--- src/rtl/updown_bcd_source.sv ---
// Button-driven up/down/clear counter feeding the BCD display wrapper.
// Raw buttons are synchronised, debounced and edge-detected before they touch the count.
module updown_bcd_source #(
  parameter int NBITS     = 7,
  parameter int MAXVAL    = 99,
  parameter int DB_CYCLES = 50000,
  parameter int WRAP      = 1
) (
  input  logic             clk,
  input  logic             rst,
  input  logic             btn_up,
  input  logic             btn_down,
  input  logic             btn_clr,
  output logic [NBITS-1:0] value,
  output logic             changed
);

  localparam int CW = (DB_CYCLES > 1) ? $clog2(DB_CYCLES) : 1;
  localparam logic [CW-1:0]    CNT_LAST = CW'(DB_CYCLES - 1);
  localparam logic [NBITS-1:0] MAX_V    = NBITS'(MAXVAL);

  // Button index: 0 = up, 1 = down, 2 = clear.
  logic [2:0]         s1_q, s2_q;
  logic [2:0]         lvl_q, lvl_d;
  logic [2:0]         prev_q;
  logic [2:0][CW-1:0] cnt_q, cnt_d;
  logic [2:0]         press;

  logic [NBITS-1:0]   value_q, value_d;
  logic               changed_q, changed_d;

  // Debounce: the level follows s2 only after DB_CYCLES consecutive differing samples.
  always_comb begin
    lvl_d = lvl_q;
    cnt_d = '0;
    for (int i = 0; i < 3; i++) begin
      if (s2_q[i] != lvl_q[i]) begin
        if (cnt_q[i] == CNT_LAST) begin
          lvl_d[i] = s2_q[i];
        end else begin
          cnt_d[i] = cnt_q[i] + 1'b1;
        end
      end
    end
  end

  assign press = lvl_q & ~prev_q;

  always_comb begin
    value_d   = value_q;
    changed_d = 1'b0;
    if (press[2]) begin
      value_d   = '0;
      changed_d = 1'b1;
    end else if (press[0] && press[1]) begin
      changed_d = 1'b0;
    end else if (press[0]) begin
      if (value_q < MAX_V) begin
        value_d   = value_q + 1'b1;
        changed_d = 1'b1;
      end else if (WRAP != 0) begin
        value_d   = '0;
        changed_d = 1'b1;
      end
    end else if (press[1]) begin
      if (value_q != '0) begin
        value_d   = value_q - 1'b1;
        changed_d = 1'b1;
      end else if (WRAP != 0) begin
        value_d   = MAX_V;
        changed_d = 1'b1;
      end
    end
  end

  always_ff @(posedge clk) begin
    if (!rst) begin
      s1_q      <= '0;
      s2_q      <= '0;
      lvl_q     <= '0;
      prev_q    <= '0;
      cnt_q     <= '0;
      value_q   <= '0;
      changed_q <= 1'b0;
    end else begin
      s1_q      <= {btn_clr, btn_down, btn_up};
      s2_q      <= s1_q;
      lvl_q     <= lvl_d;
      prev_q    <= lvl_q;
      cnt_q     <= cnt_d;
      value_q   <= value_d;
      changed_q <= changed_d;
    end
  end

  assign value   = value_q;
  assign changed = changed_q;

endmodule

--- config.mk ---
export PLATFORM = sky130hd
export DESIGN_NAME = updown_bcd_source
export DESIGN_NICKNAME = d
export VERILOG_FILES = /design/src/rtl/updown_bcd_source.sv
export SDC_FILE = /design/constraint.sdc
export NUM_CORES = 1
export LEC_CHECK = 0
export CAP_MARGIN = 10
export CORE_UTILIZATION = 60
export DETAILED_ROUTE_END_ITERATION = 8
export PLACE_DENSITY = 0.85
export SETUP_SLACK_MARGIN = 0.4
export SLEW_MARGIN = 20
export SYNTH_ARGS = -nofsm -noshare
export SYNTH_HDL_FRONTEND = slang
export SYNTH_SLANG_ARGS = --single-unit
--- constraint.sdc ---
create_clock -name clk -period 2.7 [get_ports clk]
set_clock_uncertainty 0.15 [all_clocks]
set_input_delay 0.81 -clock clk [delete_from_list [all_inputs] [get_ports clk]]
set_output_delay 0.81 -clock clk [all_outputs]
set_load 0.01 [all_outputs]
Word-level counts from Yosys, hierarchy flattened. Cells that the tools add are included.

Register bits: 68. Output and inout bits: 8. Logic and storage cells: 49.

Add/subtract/negate cells: 5. Order comparisons: 1. Eq/ne operators: 6. Mux-type cells: 8. Bitwise operators: 7. Reduce and logical (&&, ||, !) cells: 11.

Operator list (number): adder 16 x 1 -> 16 bit (second input constant) (3); == test 16 bit (second input constant) (3); two-way mux 7 bit (4); OR reduction 3 bit (3); AND reduction 2 bit (4); adder 7 x 1 -> 7 bit (second input constant) (1); less-than comparator 7 bit (second input constant) (1); nonzero test 7 bit (1); subtractor 7 x 1 -> 7 bit (second input constant) (1); inverter 1 bit (5); two-way mux 1 bit (4); AND 3 bit (1); inequality test 1 bit (3); inverter 3 bit (1); nonzero test 2 bit (1); OR reduction 2 bit (1); logical AND 1 bit (1).

Logic depth before layout (Yosys ltp). Gate-level depths: netlist of the first run.

Depth in word-level cells: 6. Gate-level depth with buffers: 6. Gate-level depth less buffers: 6.

Least setup slack after synthesis of the first run. Ideal clock, no wire load.

Path type: register to register. From: register cnt_q[7] (netlist name). To: register cnt_q[10] (netlist name). Library setup time: 115 ps. Arrival time: 1790 ps. Setup slack: 645 ps. Cell stages (with the launch flop): 6. Clock period less this slack: 2055 ps. Cell sequence: dfxtp_1 or4b_1 or4_4 o211ai_4 buf_6 nor2_1.

Cells in the longest elaborated chain, start to end: 2.

RTL lines: start, declared (line 26) `logic [2:0][CW-1:0] cnt_q, cnt_d;`; start signal, assigned (line 90) `cnt_q <= cnt_d;`; parallel branches: the longest is 2 deep, another holds adder 16 x 1 -> 16 bit.

Several ways; the timed one is not identified. A chain may end at the register's enable or synchronous reset.

Worst setup path after layout of the first run.
From: register value_q[3], in the netlist value[3]. To: output value[3].

RTL lines: start, declared (line 29) `logic [NBITS-1:0] value_q, value_d;`; start signal, assigned (line 91) `value_q <= value_d;`; end, declared (line 14) `output logic [NBITS-1:0] value,`.

No word-level cell between the ends.

==> results of run 1 <==
==> Yosys cell counts, types with 10 or more instances <==
cell      number
xor2_1        14
and2_1        12
nand3_1       29
a21oi_1       13
nor2_1        51
dfxtp_1       68
clkbuf_1      10
nor3_1        12
nand2_1       21
nor4_1        12
inv_1         18
xnor2_1       29
==> cells in the final DEF (no fill, tap or decap), types with 8 or more instances in the layout <==
cell type,instances
a21oi_1,13
and2_1,12
clkbuf_8,10
clkdlybuf4s50_1,10
dfxtp_1,61
inv_1,18
nand2_1,21
nand3_1,29
nor2_1,51
nor3_1,12
nor4_1,12
or3_1,8
xnor2_1,29
xor2_1,14
==> power by group through the flow <==
stage / clock network (mW) / registers, mW / logic [mW]
5_1_grt: 0.859 / 1.01 / 0.0310
4_1_cts: 0.814 / 1.01 / 0.0264
6_report: 0.802 / 1.01 / 0.0282
2_1_floorplan: 0 / 1.03 / 0.0152
3_3_place_gp: 0 / 1.03 / 0.0254
3_5_place_dp: 0 / 1.03 / 0.0260
==> worst register-to-register path: stages, from the launching register on <==
cell and delay (ps):
dfxtp_1 350, or4b_1 510, or4_4 560, o211ai_4 240
buf_4 180, a21oi_1 40
==> cell families after synthesis <==
group | Yosys count
mux | 1
fa+ha+maj | 6
simple gates | 178
buf+inv | 29
xor+xnor | 43
compound gates | 42
flops | 68
==> cell type report <==
class / count / area share
flip-flops and latches: 68 / 0.388
well taps: 67 / 0.0235
repair buffers: 18 / 0.0478
clock inverters: 2 / 0.00983
clock buffers: 13 / 0.0418
multi-input cells: 270 / 0.470
inverters: 18 / 0.0190
==> sequential cells by signal, indices dropped and copies added (netlist names) <==
| signal | count |
|---|---|
| s2_q | 3 |
| s1_q | 3 |
| lvl_q | 3 |
| cnt_q | 48 |
| changed | 1 |
| value | 7 |
| prev_q | 3 |
==> through the flow <==
step	setup slack [ps]	cell area, um2	std cells
3_3_place_gp	316	3320	438
4_1_cts	381	3520	453
5_1_grt	399	3560	456
2_1_floorplan	645	3150	367
3_5_place_dp	278	3320	438
6_report	446	3560	456
==> worst max-delay path by stage <==
stage	end	slack, ps	cells past startpoint
floorplan	cnt_q[10]$_SDFF_PP0_	640	5
global placement	cnt_q[30]$_SDFF_PP0_	320	4
detailed placement	cnt_q[47]$_SDFF_PP0_	280	4
CTS	value[2]	380	1
global route	value[4]	400	1
finish	value[3]	450	1
==> routing by layer <==
metal  track usage  up-vias  share of wire
met2         0.386       40           0.46
met1         0.299     1238           0.49
met4        0.0985        0          0.017
met3        0.0718       12          0.033
met5             0        -              0
li1              -     1308              -
==> what timing repair did <==
item                       CTS  global route
hold endpoints to repair     0             0
setup endpoints to repair   11            25
gates resized for setup      9             7
setup buffers                0             3
pin swaps                    0             1
==> metrics, run 1 <==
outcome=finished clean; largest net degree at the start of global routing=17; Power, Total=1.84 mW; Synth Area in XOR/XNOR=0.120; largest cells by area after synthesis=dfxtp_1, xnor2_1, nor2_1; routed wire length per instance=13.1 um; RSZ-0062 raised after global routing=false; register area share after synthesis=0.433; leakage power=about 1.1 nW; Hold WS=279 ps; sequential power share=0.548; CP startpoint kind=flip-flop; Worst setup EP type=output pin; final core utilization=0.730; port bufs=12; Sum Neg Setup Slack=0 ps; die footprint=5540 um2; fraction of registers with async set/reset=0; Hold Vio Cnt, Final=0; Top Family by Delay on Critical Path=buffers and inverters; Sw Share=0.203; Hold Path Sink=s2_q[1]$_SDFF_PN0_; Buf/Inv on CP=1; CP Data Required Time=1740 ps; initial DRC count=146; RD Place Congestion=0.868; Comb pwr share=0.015; reg-to-reg startpoint=cnt_q[7]$_SDFF_PP0_; Primary FF master, synth=dfxtp_1; total clock sinks=68; clock buffer depth=2; Min-Delay Path Depth=1; WP data arrival=~1300 ps; gr usage total=0.240; First-pass DRT Iterations=4; pwr/cell area=515 nW/um2; hold_sp=s1_q[1]$_SDFF_PN0_; Final Max Tran Viols=0; Die X=between 70 and 80 um; Mapped Cells=367; EDFF count, synth=0; worst slew pin tran=~760 ps; top-area cell type share of the netlist area=0.433; final net count=between 300 and 400; remaining max-slew budget at the tightest pin=0.489; critical path class=reg2out; routed via count=2,598; worst hold path type=reg2reg; minimum clock period after layout=2250 ps; Final period util=0.835; crit path from=value[3]$_SDFFE_PP0P_; R2R Setup Slk=roughly 540 ps; drt via density=5.70; main combinational cell family by area after synthesis=simple AND/OR/NAND/NOR gates; Crit Reg-Reg Endpoint=cnt_q[15]$_SDFF_PP0_; die height=74.4 um; final setup fails=0; yosys warns=0; maxcap violations=0; Worst-Skew Late Latency=between 300 and 400 ps; hpwl dp=3950 um; Worst-path clk slew=70 ps; worst-path fanout max=10; post-route ant nets=0; syn_area_per_cell=8.57 um2; CTS buffer count=9; Detailed Route WL=5990 um; multi-input logic area=1680 um2; share of cells above drive strength 1=0.0977; FF+latch area=1380 um2; Row Count=25; I/O Pins=13; Initial Util=0.645; Max stage delay cell, worst path=clkdlybuf4s50_1; first-pass GRT wire length=10,200 um; max incr delay on CP=550 ps; post-synthesis compound-gate area fraction=0.0907; Clock Root Buffer=clkbuf_8; Synth area leader=dfxtp_1; hold_buf cts=0; Distinct cells, synth=between 40 and 50; vias in the first global route=2,379; #FFs+latches synth=68; cell area after synthesis=between 3000 and 4000 um2; DRC=0; Synthesized Nets=378; Cell Chain, Critical Path=clkdlybuf4s50_1; Peak Freq=between 0.4 and 0.5 GHz; Ant. Diodes=0; Core Footprint=4880 um2; Synth Area in Simple Gates=0.293; P_int=about 1.5 mW; Switch Pwr=0.373 mW; mux contribution to synthesized area=0.00318; Worst Reg-to-Reg Cells=5; CTS tree=done; peak supply drop=0.352 mV; layout filler cell count=385; CTS H-tree depth=3; initial antenna violation count=0; GR Overflow Total=0; Synth Area in Adders=0.0239; Area Overhead vs Synth=13.3%; Clk network pwr share=0.437
No activity file was read; power rests on OpenSTA's default activity.
==> run 2, diff against run 1 <==
==> constraint.sdc (replaced) <==
create_clock -name clk -period 2.2 [get_ports clk]
set_clock_uncertainty 0.15 [all_clocks]
set_input_delay 0.66 -clock clk [delete_from_list [all_inputs] [get_ports clk]]
set_output_delay 0.66 -clock clk [all_outputs]
set_load 0.01 [all_outputs]
==> run 2 against run 1 <==
Net effect:
- register-to-register slack worse by 380 ps
- sequential share of layout area is 3.1 points lower
- via count is 12% higher
- critical endpoint is now cnt_q[14]$_SDFF_PP0_
- highest routed layer unchanged
- cell area is 11% higher
- first-iteration DRC count is 4.1% higher
- wire length is 30% higher
- final cell count is 5.0% higher
- global-route usage is 3.8 points higher
- core utilization is 7.8 points higher
- critical path type is now reg2reg
==> metrics, run 2 (synthesis results as in run 1) <==
outcome=finished clean; Power, Total=2.56 mW; hold_buf cts=0; die height=about 74 um; Final period util=0.927; routed wire length per instance=16.2 um; worst hold path type=reg2reg; Peak Freq=0.491 GHz; worst slack at placement=110 ps; worst-path fanout max=16; Final WS setup=roughly 160 ps; Clock Root Buffer=clkbuf_8; maxcap violations=0; hpwl dp=4080 um; final core utilization=0.809; critical path class=reg2reg; CP startpoint kind=flip-flop; commonest cells after routing, fill and taps aside=nor2_1, dfxtp_1, xnor2_1; Area Overhead vs Synth=25.5%; Cell Chain, Critical Path=or4b_1 -> or4_4 -> o211ai_4 -> buf_12 -> a21oi_1; Max stage delay cell, worst path=or4b_1; total clock sinks=68; final net count=418; pwr/cell area=roughly 650 nW/um2; Sum Neg Setup Slack=0 ps; leakage power=1.28 nW; share of cells above drive strength 1=0.252; Hold Vio Cnt, Final=0; fin cells=about 480; drt via density=between 6 and 7; routed via count=2,897; commonest non-fill, non-tap cell in the layout=nor2_1; worst slew pin tran=about 480 ps; RSZ-0062 raised after global routing=true; RD Place Congestion=0.848; Top Family by Delay on Critical Path=simple AND/OR/NAND/NOR gates; remaining max-slew budget at the tightest pin=0.678; Worst-Skew Late Latency=roughly 350 ps; CTS tree=done; Row Count=25; initial DRC count=~150; final setup fails=0; Largest register FFs=48; DRC=0; Detailed Route WL=7760 um; first-pass GRT wire length=11,600 um; Core Footprint=4880 um2; First-pass DRT Iterations=6; GR Overflow Total=0; Ant. Diodes=0; WP data arrival=approximately 2100 ps; Final Max Tran Viols=0; peak supply drop=0.433 mV; CTS H-tree depth=3; clock buffer depth=2; Initial Util=0.645; gr usage total=0.278; die footprint=around 5500 um2; Die X=74.4 um; dpl cells=443; Worst setup EP type=flip-flop; vias in the first global route=2,555; CP Data Required Time=2270 ps; port bufs=12; Largest Register=cnt_q; I/O Pins=13; post-route ant nets=0; initial antenna violation count=0; CTS buffer count=9; largest net degree at the start of global routing=17; Worst-path clk slew=roughly 70 ps; max incr delay on CP=530 ps; Buf/Inv on CP=1; minimum clock period after layout=2040 ps
-- run 2: changes by cell type in the layout (fill, tap and decap cells not counted), moves of 4 or more --
cell and delta:
dfxtp_1 -16, clkdlybuf4s50_1 -6, clkbuf_2 +4, buf_4 +19, dfxtp_2 +13, nand3_1 -6
nand3_2 +4
-- run 2: final timing paths --
kind | start | end | slack [ps] | cells past startpoint
setup / recovery | cnt_q[13]$_SDFF_PP0_ | cnt_q[14]$_SDFF_PP0_ | 160 | 5
hold / removal | s1_q[0]$_SDFF_PN0_ | s2_q[0]$_SDFF_PN0_ | 310 | 1
setup reg to reg | cnt_q[13]$_SDFF_PP0_ | cnt_q[14]$_SDFF_PP0_ | 160 | 5
hold reg to reg | s1_q[0]$_SDFF_PN0_ | s2_q[0]$_SDFF_PN0_ | 310 | 1
-- run 2: repair_timing --
item / 4_1_cts / 5_1_grt
hold endpoints to repair: 0 / 0
endpoints found under the setup margin: 50 / 61
resized for setup: 47 / 28
pin swaps: 2 / 9
buffers inserted: 5 / 15
-- run 2: per-layer routing --
metal | global-route usage | up-vias | routed length, um
li1 | - | 1359 | -
met3 | 0.0813 | 36 | 487
met1 | 0.349 | 1384 | 3200
met2 | 0.446 | 118 | 3780
met4 | 0.117 | 0 | 280
met5 | 0 | - | 0
-- run 2: cell type report --
type	instances	area, um2
multi-input cells	270	1810
flip-flops and latches	68	1410
fillers	289	933
repair buffers	40	323
clock buffers	12	155
clock inverters	4	95.1
well taps	67	83.8
inverters	18	67.6
-- run 2: stage by stage --
step,instance area [um2],hold WS (ps)
final,3950,306
after global routing,3950,319
after CTS,3770,287
after detailed placement,3410,271
after global placement,3410,268
after floorplan,3200,261
-- run 2: worst reg2reg max path, cell delays in order, from the launching register on --
cell	delay (ps)
dfxtp_2	340
or4b_1	530
or4_4	460
o211ai_4	220
buf_12	170
a21oi_1	50
-- run 2: report_power, final --
part           switching [mW]  internal [mW]
logic                  0.0215         0.0187
registers             0.00482           1.23
clock network           0.474          0.814
total                   0.500           2.06
==> run 3, diff against run 2 <==
--- a/config.mk
+++ b/config.mk
@@ -7,6 +7,7 @@
 export LEC_CHECK = 0
 export CAP_MARGIN = 10
 export CORE_UTILIZATION = 60
+export CTS_BUF_LIST = sky130_fd_sc_hd__clkbuf_4 sky130_fd_sc_hd__clkbuf_8
 export DETAILED_ROUTE_END_ITERATION = 8
 export PLACE_DENSITY = 0.85
 export SETUP_SLACK_MARGIN = 0.4
==> run 3 against run 2 <==
Net effect:
- critical path depth unchanged
- combinational power about the same
- via count decreased by 0.69%
- worst hold slack about the same
- sequential share of layout area about the same
- count of clock-buffer cells in the layout unchanged
- flip-flop and latch count unchanged
- clock power about the same
- global-route usage unchanged
- total power increased by 0.24%
- sequential power about the same
- largest cell class unchanged
==> metrics, run 3 (synthesis results as in run 1) <==
Sum Neg Setup Slack=0 ps; GR Overflow Total=0; Worst setup EP type=flip-flop; worst slack at placement=between 100 and 150 ps; dpl cells=443; remaining max-slew budget at the tightest pin=0.678; CTS tree=done; CTS H-tree depth=3; RD Place Congestion=0.848; worst-path fanout max=16; Max stage delay cell, worst path=or4b_1; CTS buffer count=9; vias in the first global route=2,556; final core utilization=0.809; critical path class=reg2reg; worst slew pin tran=~480 ps; Initial Util=0.645; Peak Freq=0.491 GHz; initial DRC count=190; clock buffer depth=2; drt via density=6.01; RSZ-0062 raised after global routing=true; Sw Share=0.192; Worst-Skew Late Latency=about 350 ps; Area Overhead vs Synth=25.6%; minimum clock period after layout=around 2000 ps; Cell Chain, Critical Path=or4b_1 -> or4_4 -> o211ai_4 -> buf_12 -> a21oi_1; post-route ant nets=0; pwr/cell area=650 nW/um2; outcome=finished clean; Worst-path clk slew=70 ps; leakage power=1.28 nW; die height=74.4 um; port bufs=12; routed via count=2,877; share of cells above drive strength 1=0.255; Comb pwr share=0.016; I/O Pins=13; sequential power share=0.480; Buf/Inv on CP=1; Ant. Diodes=0; Clk network pwr share=0.504; Core Footprint=between 4000 and 5000 um2; Final WS setup=approximately 160 ps; WP data arrival=2100 ps; maxcap violations=0; Final period util=0.927; Clock Root Buffer=clkbuf_8; die footprint=5540 um2; final net count=418; final setup fails=0; Top Family by Delay on Critical Path=simple AND/OR/NAND/NOR gates; Detailed Route WL=7730 um; commonest cells after routing, fill and taps aside=nor2_1, dfxtp_1, xnor2_1; Final Cell Area=between 3000 and 4000 um2; peak supply drop=roughly 0.43 mV; max incr delay on CP=530 ps; first-pass GRT wire length=between 10,000 and 15,000 um; total clock sinks=slightly below 70; CP Data Required Time=2260 ps; largest net degree at the start of global routing=17; Hold WS=306 ps; worst hold path type=reg2reg; fin cells=479; Power, Total=2.57 mW; CP startpoint kind=flip-flop; Hold Vio Cnt, Final=0; gr usage total=0.278; layout filler cell count=287; Switch Pwr=0.494 mW; Largest register FFs=48; First-pass DRT Iterations=5; Die X=74.4 um; routed wire length per instance=16.1 um; Final Max Tran Viols=0; Placed Area=3410 um2; hpwl dp=just over 4000 um; DRC=0; Row Count=25; Largest Register=cnt_q; initial antenna violation count=0; P_int=2.07 mW; commonest non-fill, non-tap cell in the layout=nor2_1
[run 3: cell counts in the layout (fill, tap and decap cells not counted)]
No cell type changed its count.
[run 3: layout make-up]
class,instances,area (um2),area share
flip-flops and latches,68,1410,0.357
inverters,18,67.6,0.0171
clock inverters,4,95.1,0.0241
multi-input cells,270,1810,0.459
well taps,67,83.8,0.0212
repair buffers,40,323,0.0817
clock buffers,12,159,0.0402
[run 3: final timing paths]
kind                        startpoint                    to  slack, ps  cells after the start
hold / removal      s1_q[0]$_SDFF_PN0_    s2_q[0]$_SDFF_PN0_        310                      1
setup / recovery  cnt_q[13]$_SDFF_PP0_  cnt_q[14]$_SDFF_PP0_        160                      5
hold reg to reg     s1_q[0]$_SDFF_PN0_    s2_q[0]$_SDFF_PN0_        310                      1
setup reg to reg  cnt_q[13]$_SDFF_PP0_  cnt_q[14]$_SDFF_PP0_        160                      5
[run 3: metal layers]
metal / vias up / routed length (um) / track usage
met3: 36 / 480 / 0.0813
met1: 1355 / 3170 / 0.349
met2: 128 / 3770 / 0.446
met5: - / 0 / 0
met4: 0 / 306 / 0.117
li1: 1358 / - / -
[run 3: power groups by stage]
| stage | Sequential, mW | Clock [mW] | Combinational (mW) |
|---|---|---|---|
| 4_1_cts | 1.23 | 1.30 | 0.0359 |
| 3_5_place_dp | 1.27 | 0 | 0.0347 |
| 3_3_place_gp | 1.27 | 0 | 0.0339 |
| 6_report | 1.23 | 1.29 | 0.0400 |
| 5_1_grt | 1.23 | 1.36 | 0.0438 |
| 2_1_floorplan | 1.27 | 0 | 0.0194 |
[run 3: timing repair]
action,in CTS,in global routing
gates resized for setup,47,28
hold buffers,0,0
setup endpoints to repair,50,61
buffers inserted,5,15
pin swaps,2,9
